`src/rtl/execute_pkg.sv`:
```
// Shared definitions for the execute stage: op-class encodings, R-type
// function codes, the internal ALU operation set and the decode helper
// that maps (aluOp, fucn) onto that internal operation.
package execute_pkg;

  localparam int ALUOP_W = 2;
  localparam int FN_W    = 4;

  // Op class supplied by the main decoder.
  typedef enum logic [ALUOP_W-1:0] {
    ALUOP_RTYPE = 2'd0,
    ALUOP_ADD   = 2'd1,
    ALUOP_SUB   = 2'd2,
    ALUOP_OR    = 2'd3
  } aluop_e;

  // R-type function codes, meaningful only when the op class is R-type.
  localparam logic [FN_W-1:0] FN_ADD = 4'd0;
  localparam logic [FN_W-1:0] FN_SUB = 4'd1;
  localparam logic [FN_W-1:0] FN_AND = 4'd2;
  localparam logic [FN_W-1:0] FN_OR  = 4'd3;
  localparam logic [FN_W-1:0] FN_XOR = 4'd4;
  localparam logic [FN_W-1:0] FN_NOR = 4'd5;
  localparam logic [FN_W-1:0] FN_SLT = 4'd6;
  localparam logic [FN_W-1:0] FN_SLL = 4'd7;
  localparam logic [FN_W-1:0] FN_SRL = 4'd8;
  localparam logic [FN_W-1:0] FN_SRA = 4'd9;

  // Internal operation handed to the ALU core. OP_ZERO covers the
  // unassigned function codes, which must produce an all-zero result.
  typedef enum logic [3:0] {
    OP_ADD  = 4'd0,
    OP_SUB  = 4'd1,
    OP_AND  = 4'd2,
    OP_OR   = 4'd3,
    OP_XOR  = 4'd4,
    OP_NOR  = 4'd5,
    OP_SLT  = 4'd6,
    OP_SLL  = 4'd7,
    OP_SRL  = 4'd8,
    OP_SRA  = 4'd9,
    OP_ZERO = 4'd15
  } alu_op_e;

  // Map the op class and function code onto an internal ALU operation.
  // The function code is looked at only for the R-type class.
  function automatic alu_op_e decode_alu_op(input logic [ALUOP_W-1:0] alu_op,
                                             input logic [FN_W-1:0]    fucn);
    alu_op_e op;
    op = OP_ZERO;
    case (aluop_e'(alu_op))
      ALUOP_ADD: op = OP_ADD;
      ALUOP_SUB: op = OP_SUB;
      ALUOP_OR:  op = OP_OR;
      ALUOP_RTYPE: begin
        case (fucn)
          FN_ADD:  op = OP_ADD;
          FN_SUB:  op = OP_SUB;
          FN_AND:  op = OP_AND;
          FN_OR:   op = OP_OR;
          FN_XOR:  op = OP_XOR;
          FN_NOR:  op = OP_NOR;
          FN_SLT:  op = OP_SLT;
          FN_SLL:  op = OP_SLL;
          FN_SRL:  op = OP_SRL;
          FN_SRA:  op = OP_SRA;
          default: op = OP_ZERO;
        endcase
      end
      default: op = OP_ZERO;
    endcase
    return op;
  endfunction

endpackage : execute_pkg

```
`src/rtl/execute_if.sv`:
```
// Decode-to-execute bundle: operands, immediate and ALU control going in,
// registered result and zero flag coming back out toward memory/branch.
interface execute_if
  import execute_pkg::*;
#(
  parameter int WIDTH = 16
);

  logic               inp_aluSrc;
  logic [ALUOP_W-1:0] inp_aluOp;
  logic [FN_W-1:0]    inp_fucn;
  logic [WIDTH-1:0]   inp_data1;
  logic [WIDTH-1:0]   inp_data2;
  logic [WIDTH-1:0]   inp_immidate;
  logic               out_zero;
  logic [WIDTH-1:0]   out_aluResult;

  // Decode side: drives operands and control, observes the result.
  modport master (
    output inp_aluSrc, inp_aluOp, inp_fucn, inp_data1, inp_data2, inp_immidate,
    input  out_zero, out_aluResult
  );

  // Execute stage side.
  modport slave (
    input  inp_aluSrc, inp_aluOp, inp_fucn, inp_data1, inp_data2, inp_immidate,
    output out_zero, out_aluResult
  );

endinterface : execute_if

```
`src/rtl/execute_alu_core.sv`:
```
// Purely combinational ALU core: computes the result of one internal
// operation on A and B plus a flag that is set when the result is zero.
// Arithmetic wraps; shift amounts use only the low four bits of B.
module alu_core
  import execute_pkg::*;
#(
  parameter int WIDTH = 16
) (
  input  logic [WIDTH-1:0] a_i,
  input  logic [WIDTH-1:0] b_i,
  input  alu_op_e          op_i,
  output logic [WIDTH-1:0] result_o,
  output logic             zero_o
);

  logic [3:0]       shamt_s;
  logic [WIDTH-1:0] one_s;

  assign shamt_s = b_i[3:0];
  assign one_s   = {{(WIDTH-1){1'b0}}, 1'b1};

  // Result selection for every internal operation; unknown ops give zero.
  always_comb begin
    result_o = '0;
    case (op_i)
      OP_ADD:  result_o = a_i + b_i;
      OP_SUB:  result_o = a_i - b_i;
      OP_AND:  result_o = a_i & b_i;
      OP_OR:   result_o = a_i | b_i;
      OP_XOR:  result_o = a_i ^ b_i;
      OP_NOR:  result_o = ~(a_i | b_i);
      OP_SLT: begin
        if ($signed(a_i) < $signed(b_i)) begin
          result_o = one_s;
        end else begin
          result_o = '0;
        end
      end
      OP_SLL:  result_o = a_i << shamt_s;
      OP_SRL:  result_o = a_i >> shamt_s;
      OP_SRA:  result_o = $signed(a_i) >>> shamt_s;
      OP_ZERO: result_o = '0;
      default: result_o = '0;
    endcase
  end

  assign zero_o = (result_o == '0);

endmodule : alu_core

```
`src/rtl/execute.sv`:
```
// Execute stage of the 16-bit RISC pipeline. Selects operand B, decodes the
// ALU operation, evaluates it in alu_core and registers result and zero flag
// into the EX/MEM boundary. One-cycle latency, no stall, a new operation
// every cycle. The zero flag comes out of reset low and only becomes
// meaningful after the first capture.
module execute
  import execute_pkg::*;
#(
  parameter int WIDTH = 16
) (
  input  logic      inp_clk,
  input  logic      inp_rst_n,
  execute_if.slave  bus
);

  logic [WIDTH-1:0] op_b_s;
  alu_op_e          alu_op_s;
  logic [WIDTH-1:0] result_d;
  logic             zero_d;
  logic [WIDTH-1:0] result_q;
  logic             zero_q;

  // Operand B: register operand or the already sign-extended immediate.
  always_comb begin
    op_b_s = bus.inp_data2;
    if (bus.inp_aluSrc) begin
      op_b_s = bus.inp_immidate;
    end else begin
      op_b_s = bus.inp_data2;
    end
  end

  // Translate op class and function code into the internal ALU op.
  always_comb begin
    alu_op_s = decode_alu_op(bus.inp_aluOp, bus.inp_fucn);
  end

  alu_core #(
    .WIDTH (WIDTH)
  ) u_alu_core (
    .a_i      (bus.inp_data1),
    .b_i      (op_b_s),
    .op_i     (alu_op_s),
    .result_o (result_d),
    .zero_o   (zero_d)
  );

  // EX/MEM register: result and zero flag captured on the same edge so
  // they always describe the same operation; cleared asynchronously.
  always_ff @(posedge inp_clk or negedge inp_rst_n) begin
    if (!inp_rst_n) begin
      result_q <= '0;
      zero_q   <= 1'b0;
    end else begin
      result_q <= result_d;
      zero_q   <= zero_d;
    end
  end

  assign bus.out_aluResult = result_q;
  assign bus.out_zero      = zero_q;

endmodule : execute

```
`src/flat_wrapper.sv`:
```
// flat-port wrapper written by rule: the top's interface ports become plain ports
module execute_flat import execute_pkg::*;
#(
  parameter int WIDTH = 16
)
  (inp_clk, inp_rst_n, bus_inp_aluSrc, bus_inp_aluOp, bus_inp_fucn, bus_inp_data1, bus_inp_data2, bus_inp_immidate, bus_out_zero, bus_out_aluResult);
  execute_if #(.WIDTH(WIDTH)) bus_i ();
  input  logic inp_clk;
  input  logic inp_rst_n;
  input wire logic [$bits(bus_i.inp_aluSrc)-1:0] bus_inp_aluSrc;
  input wire logic [$bits(bus_i.inp_aluOp)-1:0] bus_inp_aluOp;
  input wire logic [$bits(bus_i.inp_fucn)-1:0] bus_inp_fucn;
  input wire logic [$bits(bus_i.inp_data1)-1:0] bus_inp_data1;
  input wire logic [$bits(bus_i.inp_data2)-1:0] bus_inp_data2;
  input wire logic [$bits(bus_i.inp_immidate)-1:0] bus_inp_immidate;
  output wire logic [$bits(bus_i.out_zero)-1:0] bus_out_zero;
  output wire logic [$bits(bus_i.out_aluResult)-1:0] bus_out_aluResult;
  assign bus_i.inp_aluSrc = bus_inp_aluSrc;
  assign bus_i.inp_aluOp = bus_inp_aluOp;
  assign bus_i.inp_fucn = bus_inp_fucn;
  assign bus_i.inp_data1 = bus_inp_data1;
  assign bus_i.inp_data2 = bus_inp_data2;
  assign bus_i.inp_immidate = bus_inp_immidate;
  assign bus_out_zero = bus_i.out_zero;
  assign bus_out_aluResult = bus_i.out_aluResult;
  execute #(.WIDTH(WIDTH)) u_core (.inp_clk(inp_clk), .inp_rst_n(inp_rst_n), .bus(bus_i));
endmodule
```
`config.mk`:
```
export PLATFORM = sky130hd
export DESIGN_NAME = execute_flat
export DESIGN_NICKNAME = d
export VERILOG_FILES = /design/src/rtl/execute_pkg.sv /design/src/rtl/execute_if.sv /design/src/rtl/execute_alu_core.sv /design/src/rtl/execute.sv /design/src/flat_wrapper.sv
export SDC_FILE = /design/constraint.sdc
export NUM_CORES = 1
export LEC_CHECK = 0
export ABC_CLOCK_PERIOD_IN_PS = 800
export CELL_PAD_IN_SITES_DETAIL_PLACEMENT = 1
export CELL_PAD_IN_SITES_GLOBAL_PLACEMENT = 2
export CORE_UTILIZATION = 33
export DETAILED_ROUTE_END_ITERATION = 7
export GPL_TIMING_DRIVEN = 0
export PLACE_DENSITY = 0.82
export REMOVE_ABC_BUFFERS = 1
export SLEW_MARGIN = 0
export SYNTH_ARGS = -nofsm -noshare
export SYNTH_HDL_FRONTEND = slang
export SYNTH_HIERARCHICAL = 1
export SYNTH_SLANG_ARGS = --single-unit
```
`constraint.sdc`:
```
create_clock -name inp_clk -period 0.8 [get_ports inp_clk]
set_input_delay 0.12 -clock inp_clk [delete_from_list [all_inputs] [get_ports inp_clk]]
set_output_delay 0.12 -clock inp_clk [all_outputs]
set_load 0.05 [all_outputs]
```
# Word level (Yosys, flattened, before mapping)
# Memory sizes are Yosys's and may differ from the RTL's.
# Cells that the tools add are included.
# totals
regBits	17
romBits	64
wordCells	32
n_memories	1
# classes
add_sub_neg	2
order_cmp	1
n_eq_ne	12
n_shift	3
muxes	4
bitwise_logic	4
reduce_logical	3
# memory_table
name	depth	width	read_ports	rd_clocked_by_memory_dff	write_ports	line	text
(no name shown)	16	4	1	0	0	execute_pkg.sv:56	case (fucn)
# op_table
cell	count
case mux 16 bit (10 select lines)	1
adder 16 bit	1
AND 16 bit	1
== test 4 x 3 -> 1 bit (second input constant)	4
zero test 16 bit	1
< comparator 16 bit	1
two-way mux 16 bit	1
inverter 16 bit	1
OR 16 bit	1
case mux 4 bit (4 select lines)	1
<< shifter 16 x 4 -> 16 bit	1
>> shifter 16 x 4 -> 16 bit	1
>>> shifter 16 x 4 -> 16 bit	1
subtractor 16 bit	1
bitwise XOR 16 bit	1
== test 4 x 2 -> 1 bit (second input constant)	2
== test 4 bit (second input constant)	2
== test 2 bit (second input constant)	2
== test 4 x 1 -> 1 bit (second input constant)	1
zero test 4 bit	1
== test 2 x 1 -> 1 bit (second input constant)	1
zero test 2 bit	1
two-way mux 1 bit	1

# Logic depth before layout (Yosys ltp)
# Gate-level depths: netlist (run 1).
# logic_depth
ltp_word	5
mapped_depth	16
ltp_nobuf	13

# Modules after synthesis
# Netlist (run 1), hierarchy kept.
# by_module_without_submodules
mod	instances	cells_each	area_per_inst_um2	seq_area_each_um2
alu_core	1	601	4327.9	0.0
execute	1	47	733.2	425.4

# Worst setup path before layout (run 1)
# OpenSTA, ideal clock, no wires.
# synth_path
path_type	in2reg
startpoint	input port bus_inp_aluSrc
endpoint	register u_core.zero_q (netlist: u_core/bus.out_zero)
setup_time_ps	96
arrival_time_ps	4221
required_time_ps	704
path_slack_ps	-3516
stages	16
path_cell_list	buf_6 mux2_2 buf_2 inv_2 buf_1 ha_1 buf_2 and2_0 mux4_2 a222oi_1 o221ai_1 a2111oi_2 or4b_1 nor4_2 or4b_1 nor4_2
# synth_between
elab_chain_len	5
# synth_rtl
element	line	text
start: declaration	flat_wrapper.sv:10	input wire logic [$bits(bus_i.inp_aluSrc)-1:0] bus_inp_aluSrc;
two-way mux 16 bit (*)	execute.sv:26	if (bus.inp_aluSrc) begin
named net u_core.op_b_s[2]	execute.sv:16	logic [WIDTH-1:0] op_b_s;
parallel branches: the longest is 2 deep, another holds subtractor 16 bit	n/a	
case mux 16 bit (10 select lines) (*)	execute_alu_core.sv:25	case (op_i)
named net u_core.result_d[2]	execute.sv:18	logic [WIDTH-1:0] result_d;
zero test 16 bit (*)	execute_alu_core.sv:47	assign zero_o = (result_o == '0);
named net u_core.zero_d	execute.sv:19	logic zero_d;
end signal: assignment	execute.sv:56	zero_q <= zero_d;
end: declaration	execute.sv:21	logic zero_q;
# Mark *: on every way through the listed nets, which the timed path passes.

# Worst setup path after layout (run 1)
# layout_path
startpoint	input port bus_inp_aluSrc
endpoint	register u_core.zero_q (netlist: u_core/bus.out_zero)
# layout_lines
element	line	text
two-way mux 16 bit (*)	execute.sv:26	
named net u_core.op_b_s[0]	execute.sv:16	
subtractor 16 bit, or another cell as far along	execute_alu_core.sv:27	OP_SUB: result_o = a_i - b_i;
case mux 16 bit (10 select lines) (*)	execute_alu_core.sv:25	
named net u_core.result_d[4]	execute.sv:18	
zero test 16 bit (*)	execute_alu_core.sv:47	
named net u_core.zero_d	execute.sv:19	
# The timed path passes the listed nets; every way through them passes the cells marked *.

==> results of run 1 <==
metal layers:
| metal | GRT usage (%) | routed length, um |
|---|---|---|
| met5 | 0 | 0 |
| met4 | 16.9 | 1570 |
| met3 | 6.20 | 2490 |
| met2 | 54.5 | 12700 |
| met1 | 41.7 | 10700 |
cells in the mapped netlist, types with 11 or more instances:
| library cell | n | area [sq um] |
|---|---|---|
| nor2_1 | 56 | 210 |
| nand2_1 | 52 | 195 |
| ha_1 | 49 | 613 |
| inv_1 | 49 | 184 |
| a21oi_1 | 36 | 180 |
| o21ai_0 | 30 | 150 |
| mux2i_1 | 25 | 250 |
| clkbuf_1 | 24 | 90.1 |
| mux4_2 | 21 | 473 |
| dfrtp_1 | 17 | 425 |
| nor3_1 | 14 | 70.1 |
| buf_2 | 13 | 65.1 |
| mux2_2 | 13 | 146 |
| a221oi_1 | 12 | 105 |
| nand2b_1 | 12 | 75.1 |
| a211o_1 | 11 | 96.3 |
| a211oi_1 | 11 | 82.6 |
| o211ai_1 | 11 | 82.6 |
power breakdown:
group,internal (mW),total [mW],switching [mW]
Combinational,3.50,8.14,4.64
Clock,0.668,0.986,0.318
Sequential,1.05,1.14,0.0866
cell families (layout without fill, tap and decap cells):
logic type	count (synthesis)	after routing	share of synthesized area, %
flip-flops	17	17	8.41
multiplexers	70	74	20.4
AO/OA/AOI/OAI	188	189	26.3
AND/OR/NAND/NOR	205	206	20.9
buffers and inverters	104	259	8.88
XOR/XNOR	13	13	2.25
adder cells (fa/ha/maj)	51	51	12.9
flip-flops by register name, summed over array words and instances (netlist names):
name,flops
u_core/bus.out_aluResult,16
u_core/bus.out_zero,1
stage by stage:
stage               setup TNS, ns  setup slack [ns]
floorplan                 -111.12             -7.88
CTS                        -32.90             -2.82
detailed placement         -88.88             -5.66
finish                     -33.66             -2.92
global route               -34.76             -2.94
global placement          -225.06            -14.17
repair_timing:
action | in CTS | in global routing
pin swaps | 46 | 46
resized for setup | 390 | 86
setup buffers | 103 | 33
gates cloned | 9 | 0
endpoints found under the setup margin | 51 | 34
how the worst min path moves through the flow:
stage | cells past startpoint | slack (ns) | to | startpoint
after floorplan | 0 | -0.18 | u_core/bus.out_aluResult[0] | inp_rst_n
after global placement | 1 | 0.56 | u_core/bus.out_aluResult[6] | inp_rst_n
after detailed placement | 1 | 0.59 | u_core/bus.out_aluResult[1] | inp_rst_n
after CTS | 1 | 0.06 | u_core/bus.out_aluResult[1] | inp_rst_n
after global routing | 1 | 0.09 | u_core/bus.out_aluResult[1] | inp_rst_n
final | 1 | 0.04 | u_core/bus.out_aluResult[3] | inp_rst_n
area by class of cell:
cell class | count | area (sq um) | area share, %
inverter | 52 | 254 | 3.11
sequential | 17 | 425 | 5.20
clock inverter | 1 | 5.00 | 0.0612
timing repair buffer | 201 | 1900 | 23.2
timing repair inverter | 2 | 12.5 | 0.153
tap | 184 | 230 | 2.82
multi-input combinational | 533 | 5280 | 64.5
clock buffer | 3 | 75.1 | 0.918
==> results.txt, run 1 <==
Status = finished, violations left
Violated checks = negative setup slack
CTS Sinks = 17
# DRC = 0
Placement row count = 44
Least-Margin Pin Slew = 0.877 ns
Root Buffer = clkbuf_16
Fill count = 1,658
Syn avg cell area = 7.81 sq um
Num CTS Buffers = 3
Total GRT Usage = 33.2%
Share of layout cells above drive strength 1 = 43.5%
Initial DRT Pass Iterations = 7
Number of synthesized register bits = 17
Worst path cell trace = buf_16 > buf_6 > mux2_8 > buf_8 > mux4_2 > and3_4 > a2111oi_4 > o2111ai_2 > a311o_1 > or4b_4 > nor4_4 > or4b_4 > nor4_2
Most numerous cell on the critical path = or4b_4
Fin cells = 993
Post-synth EDFFs = 0
Min-Delay Path Class = in -> async
Routed WL per cell = 27.7 um
F_max = 0.268 GHz
Die Y = 126 um
Core box area = 0.0148 sq mm
Crit path kind = in -> reg
Final Critical Period = 3.72 ns
Tcrit/Tclk final = 466%
CP max FO = 6
Required time worst endpoint = 0.95 ns
Commonest non-fill, non-tap cell in the layout = buf_4
Buffers added on ports = 73
Finished Core Util = 55.4%
Slowest stage delay, CP = 0.52 ns
CP arrival = 3.88 ns
Clk buf depth = 2
Post-DRT Antenna Nets = 0
Total power = 10.3 mW
Die W = 126 um
# IOs = 74
Post-synthesis sequential area ratio = 8.41%
Most used DFF post-synth = dfrtp_1
CTS Hold Bufs = 0
CP top delay family = simple AND/OR/NAND/NOR gates
Synthesis warning total = 6
Layout Nets = 918
Via count = 6,584
Initial Utilization = 34.3%
Max-slew violations = 0
Placed Cells = 859
Post-Synthesis Cell Area = 0.00506 sq mm
Area growth from synthesis to layout = 61.6%
DP Area = 0.00584 sq mm
Vias in the first global route = 6,644
Initial antenna violation count = 0
# diodes = 0
H-tree lvl count = 1
Final setup fails = 34
Finished Cell Area = 0.00818 sq mm
Setup crit start kind = primary input
Worst path depth = 13
Placer Congestion = 0.929
CP startpoint = bus_inp_aluSrc
Dpl hpwl = 15,700 um
Crit path to = u_core/bus.out_zero
Number of vias per cell = 6.63
Most frequent cells in the layout = 89 x buf_4, 51 x buf_6, 50 x nand2_1, 48 x nor2_1, 38 x inv_1
Total grt overflow = 0
Routed wire length = 27,500 um
Slew margin rel. = 41.2%
CP Capture Type = register
CP bufs+invs = 3
DIE AREA = 0.0158 sq mm
Final setup margin = -2.92 ns
Pwr/cell area = 1260 mW/mm^2
Distinct cell type count after synthesis = 78
Max-cap violations = 0
Initial DRC Count = 748
Hold_ws = 0.0353 ns
Clock transition at path regs = 0.05 ns
Pleak = 3.45 nW
Worst IR Drop VDD = 0.000976 V
CTS tree = built
RSZ-0062 raised after global routing = true
Async SR Flop Fraction = 100%
First-pass GRT wire length = 40,400 um
Crit-path slowest cell = or4b_4
Largest net degree at the start of global routing = 21
Post-Synthesis Cells = 648
Fin. Hold Viols = 0
Note: power is estimated with default switching activity, not from simulation.
==> run 2, diff against run 1 <==
--- a/config.mk
+++ b/config.mk
@@ -11,7 +11,7 @@
 export CORE_UTILIZATION = 33
 export DETAILED_ROUTE_END_ITERATION = 7
 export GPL_TIMING_DRIVEN = 0
-export PLACE_DENSITY = 0.82
+export PLACE_DENSITY_LB_ADDON = 0.3
 export REMOVE_ABC_BUFFERS = 1
 export SLEW_MARGIN = 0
 export SYNTH_ARGS = -nofsm -noshare
==> run 2 against run 1 <==
Compared with the run above: the flow still finishes with violations (negative setup slack); wire length is essentially flat; setup slack worse by 0.0075 ns; fmax down 0.20%; global-route usage increased by 0.088 points; combinational power down 2%; worst hold slack improved by 0.0090 ns; sequential power is essentially flat; sequential share of layout area up 0.096 points; total power shrank 1.2%; die area unchanged; critical endpoint unchanged; highest routed layer unchanged.
==> results.txt, run 2 (synthesis results as in run 1) <==
Cell-internal power = 5.10 mW
# IOs = 74
Switching Fraction = 49.7%
Most frequent cells in the layout = 79 x buf_4, 48 x nand2_1, 48 x nor2_1, 45 x buf_6, 38 x inv_1
Core box area = 0.0148 sq mm
Placer Congestion = 0.913
Total power = 10.1 mW
Comb power frac = 78.7%
Num CTS Buffers = 3
Required time worst endpoint = 0.95 ns
RSZ-0062 raised after global routing = true
Hold_ws = 0.0443 ns
Clock transition at path regs = 0.06 ns
F_max = 0.268 GHz
Crit path kind = in -> reg
Placement row count = 44
Initial antenna violation count = 1
Root Buffer = clkbuf_16
Clock share of power = 10.0%
Max-slew violations = 0
Initial Utilization = 34.3%
Tcrit/Tclk final = 466%
Slew margin rel. = 36.5%
Total grt overflow = 0
CTS tree = built
Buffers added on ports = 73
DIE AREA = 0.0158 sq mm
Commonest non-fill, non-tap cell in the layout = buf_4
Total GRT Usage = 33.3%
Via count = 6,488
Min-Delay Path Class = in -> async
Largest register FFs = 16
CP Capture Type = register
Fin cells = 982
Initial DRT Pass Iterations = 7
Die Y = 126 um
Violated checks = negative setup slack
Reg power frac = 11.3%
Routed wire length = 27,500 um
Status = finished, violations left
Die W = 126 um
Met2 wire len = 12,700 um
CP max FO = 5
Final setup margin = -2.93 ns
WL met3 = 2740 um
Area growth from synthesis to layout = 58.6%
Pleak = 3.39 nW
CTS Hold Bufs = 0
Worst IR Drop VDD = 0.000716 V
Sw power = 5.04 mW
Setup crit start kind = primary input
Placed Cells = 860
Dpl hpwl = 16,100 um
Least-Margin Pin Slew = 0.947 ns
First-pass GRT wire length = 40,300 um
DR top layer = met4
CP arrival = 3.88 ns
Final Critical Period = 3.73 ns
Largest net degree at the start of global routing = 21
Vias in the first global route = 6,579
Number of vias per cell = 6.61
H-tree lvl count = 1
# DRC = 0
Finished Core Util = 54.4%
Fin. Hold Viols = 0
Clk buf depth = 2
Max-cap violations = 0
Routed WL per cell = 28.0 um
Setup Total Neg Slack = -33.16 ns
Final setup fails = 34
Post-DRT Antenna Nets = 0
Pwr/cell area = 1260 mW/mm^2
Metal-1 WL = 10,400 um
Layout Nets = 906
Initial DRC Count = 611
Share of layout cells above drive strength 1 = 42.3%
CTS Sinks = 17
run 2: cell types whose count changed in the layout (fill, tap and decap cells not counted), sizes merged, moves of 2 or more:
| cell | delta |
|---|---|
| clkinv | -2 |
| clkdlybuf4s15 | -3 |
| buf | -11 |
| dlygate4sd2 | +2 |
| clkinvlp | +2 |
run 2: per-layer routing:
layer  global-route usage (%)  vias up
li1                         -     2737
met1                     40.4     3199
met2                     54.4      417
met3                     8.67      135
met4                     17.2        0
met5                        0        -
run 2: area by class of cell:
cell class | instances | area, sq um
timing repair buffer | 188 | 1800
antenna | 1 | 2.50
sequential | 17 | 425
timing repair inverter | 2 | 12.5
tap | 184 | 230
multi-input combinational | 534 | 5240
clock buffer | 3 | 75.1
clock inverter | 1 | 7.51
inverter | 52 | 244
fill | 1708 | 6730
run 2: worst paths after layout:
check / startpoint / end / slack [ns] / cells after the start
setup / recovery: bus_inp_aluSrc / u_core/bus.out_zero / -2.93 / 13
hold / removal: inp_rst_n / u_core/bus.out_aluResult[4] / 0.04 / 1
max in group asynchronous: inp_rst_n / u_core/bus.out_aluResult[12] / 0.29 / 1
min in group inp_clk: bus_inp_fucn[3] / u_core/bus.out_aluResult[9] / 0.68 / 7
run 2: power groups by stage:
stage	registers [mW]	clock network, mW	logic (mW)
2_1_floorplan	1.82	0	2.85
3_3_place_gp	1.10	0	5.44
3_5_place_dp	1.12	0	5.52
4_1_cts	1.15	1.01	7.11
5_1_grt	1.17	1.06	8.29
6_report	1.15	1.01	7.98
run 2: worst max-delay path, cell delays in order:
cell	delay [ns]
buf_16	0.10
mux2_8	0.40
buf_6	0.15
ha_4	0.16
nor2b_4	0.12
mux4_2	0.46
a222oi_1	0.53
o221ai_2	0.23
a2111oi_2	0.29
or4b_4	0.52
nor4_4	0.16
or4b_4	0.51
nor4_4	0.13
run 2: what timing repair did:
action                     CTS  global route
cloned                       9             1
pin swaps                   54            42
buffers inserted            89            25
hold endpoints to repair     0             0
setup endpoints to repair   51            34
resized for setup          405            59
run 2: through the flow:
step                      area, sq um  setup slack [ns]
after floorplan                  4810             -7.88
after global placement           5770            -14.59
after detailed placement         5870             -5.80
after CTS                        7600             -2.96
after global routing             8030             -2.99
final                            8030             -2.93
==> run 3, diff against run 2 <==
--- a/config.mk
+++ b/config.mk
@@ -8,7 +8,7 @@
 export ABC_CLOCK_PERIOD_IN_PS = 800
 export CELL_PAD_IN_SITES_DETAIL_PLACEMENT = 1
 export CELL_PAD_IN_SITES_GLOBAL_PLACEMENT = 2
-export CORE_UTILIZATION = 33
+export CORE_UTILIZATION = 30
 export DETAILED_ROUTE_END_ITERATION = 7
 export GPL_TIMING_DRIVEN = 0
 export PLACE_DENSITY_LB_ADDON = 0.3
==> run 3 against run 2 <==
Compared with the run above: the run ends with negative hold slack, negative setup slack left; setup slack gained 0.050 ns; first-iteration DRC count down 31%; global-route usage shrank 2.3 points; worst hold slack worse by 0.14 ns; total power grew 1.2%; critical endpoint unchanged.
==> results.txt, run 3 (synthesis results as in run 1) <==
Final setup fails = 34
Dpl hpwl = 16,400 um
Crit path kind = in -> reg
Commonest non-fill, non-tap cell in the layout = buf_4
Layout Nets = 915
CP arrival = 3.83 ns
Worst path depth = 16
Initial Utilization = 30.6%
Final setup margin = -2.88 ns
F_max = 0.272 GHz
Post-DRT Antenna Nets = 0
Fin cells = 1,026
Min-Delay Path Class = in -> async
Num CTS Buffers = 3
Initial DRT Pass Iterations = 5
Total power = 10.3 mW
Placement row count = 47
Max-slew violations = 0
Clk buf depth = 2
CTS tree = built
First-pass GRT wire length = 41,100 um
Max-cap violations = 0
H-tree lvl count = 1
# DRC = 0
CP top delay family = simple AND/OR/NAND/NOR gates
Fin. Hold Viols = 17
Violated checks = negative hold slack, negative setup slack
Tcrit/Tclk final = 460%
Share of layout cells above drive strength 1 = 44.3%
Pwr/cell area = 1240 mW/mm^2
Placer Congestion = 0.893
CP bufs+invs = 4
Least-Margin Pin Slew = 0.935 ns
Vias in the first global route = 6,676
Crit-path slowest cell = or4b_4
Final Critical Period = 3.68 ns
# diodes = 0
Fill count = 1,860
Initial DRC Count = 422
Largest net degree at the start of global routing = 21
Most frequent cells in the layout = 83 x buf_4, 48 x buf_6, 48 x nand2_1, 47 x nor2_1, 40 x inv_1
Initial antenna violation count = 0
Routed wire length = 27,500 um
Buffers added on ports = 73
Area growth from synthesis to layout = 63.8%
Status = finished, violations left
CTS Hold Bufs = 0
Core box area = 0.0165 sq mm
Worst path cell trace = buf_16 > buf_12 > mux2_8 > buf_6 > ha_4 > inv_2 > fa_2 > mux2i_1 > xor2_1 > a222oi_1 > o221ai_2 > a2111oi_2 > or4b_4 > nor4_2 > or4b_4 > nor4_2
Largest register FFs = 16
Via count = 6,416
Worst IR Drop VDD = 0.00117 V
Root Buffer = clkbuf_16
Slew margin rel. = 37.3%
Slowest stage delay, CP = 0.51 ns
Pleak = 3.48 nW
Total GRT Usage = 31.0%
Number of vias per cell = 6.25
RSZ-0062 raised after global routing = true
Hold_ws = -0.0954 ns
CP max FO = 3
Clock transition at path regs = 0.05 ns
Placed Cells = 896
DIE AREA = 0.0174 sq mm
Die Y = 132 um
CTS Sinks = 17
Setup crit start kind = primary input
# IOs = 74
Die W = 132 um
CP Capture Type = register
Required time worst endpoint = 0.95 ns
Routed WL per cell = 26.8 um
Total grt overflow = 0
run 3: cell types whose count changed in the layout (fill, tap and decap cells not counted), sizes merged:
cell	previous run	this run
clkdlybuf4s50	17	21
diode	1	0
clkinvlp	6	4
buf	143	153
clkbuf	5	3
clkinv	1	3
or3	3	2
dlygate4sd2	19	16
clkdlybuf4s18	0	1
run 3: timing repair:
action	CTS	global route
gates resized for setup	454	31
buffers inserted	113	20
cloned	9	0
setup endpoints to repair	34	51
endpoints found under the hold margin	0	17
pin swaps	59	32
run 3: metrics by stage:
step	hold slack, ns	utilization [%]	cell area [sq um]	setup TNS (ns)	setup slack (ns)
after CTS	0.317	49.4	8160	-32.77	-2.78
after global placement	0.564	35.2	5810	-233.06	-14.71
after global routing	-0.0206	50.2	8290	-35.30	-3.03
after floorplan	-0.176	-	4810	-111.12	-7.88
final	-0.0954	50.2	8290	-34.18	-2.88
after detailed placement	0.575	35.7	5910	-90.28	-5.78
run 3: area by class of cell:
| class | instances | area, sq um | area share (%) |
|---|---|---|---|
| timing repair inverter | 2 | 15.0 | 0.181 |
| inverter | 52 | 254 | 3.06 |
| tap | 220 | 275 | 3.32 |
| timing repair buffer | 198 | 1960 | 23.6 |
| sequential | 17 | 425 | 5.13 |
| multi-input combinational | 533 | 5290 | 63.7 |
| clock buffer | 3 | 75.1 | 0.905 |
| clock inverter | 1 | 5.00 | 0.0604 |
run 3: worst max-delay path by stage:
stage / startpoint / endpoint / slack (ns)
2_1_floorplan: bus_inp_fucn[3] / u_core/bus.out_zero / -7.88
3_3_place_gp: bus_inp_fucn[3] / u_core/bus.out_zero / -14.71
3_5_place_dp: bus_inp_aluSrc / u_core/bus.out_zero / -5.78
4_1_cts: bus_inp_aluSrc / u_core/bus.out_zero / -2.78
5_1_grt: bus_inp_aluSrc / u_core/bus.out_zero / -3.03
6_report: bus_inp_aluSrc / u_core/bus.out_zero / -2.88
run 3: report_power, final:
group	leakage [nW]	total (mW)	internal [mW]	switching, mW
clock network	0.0409	0.958	0.666	0.292
logic	3.23	8.15	3.54	4.61
registers	0.202	1.15	1.06	0.0915
run 3: layer usage:
layer  global-route usage (%)  up-vias  wire, um
met5                        0        -         0
met4                     17.5        0      1840
met3                     5.23      115      2380
met2                     52.5      370     13000
met1                     37.1     3184     10400
li1                         -     2747         -
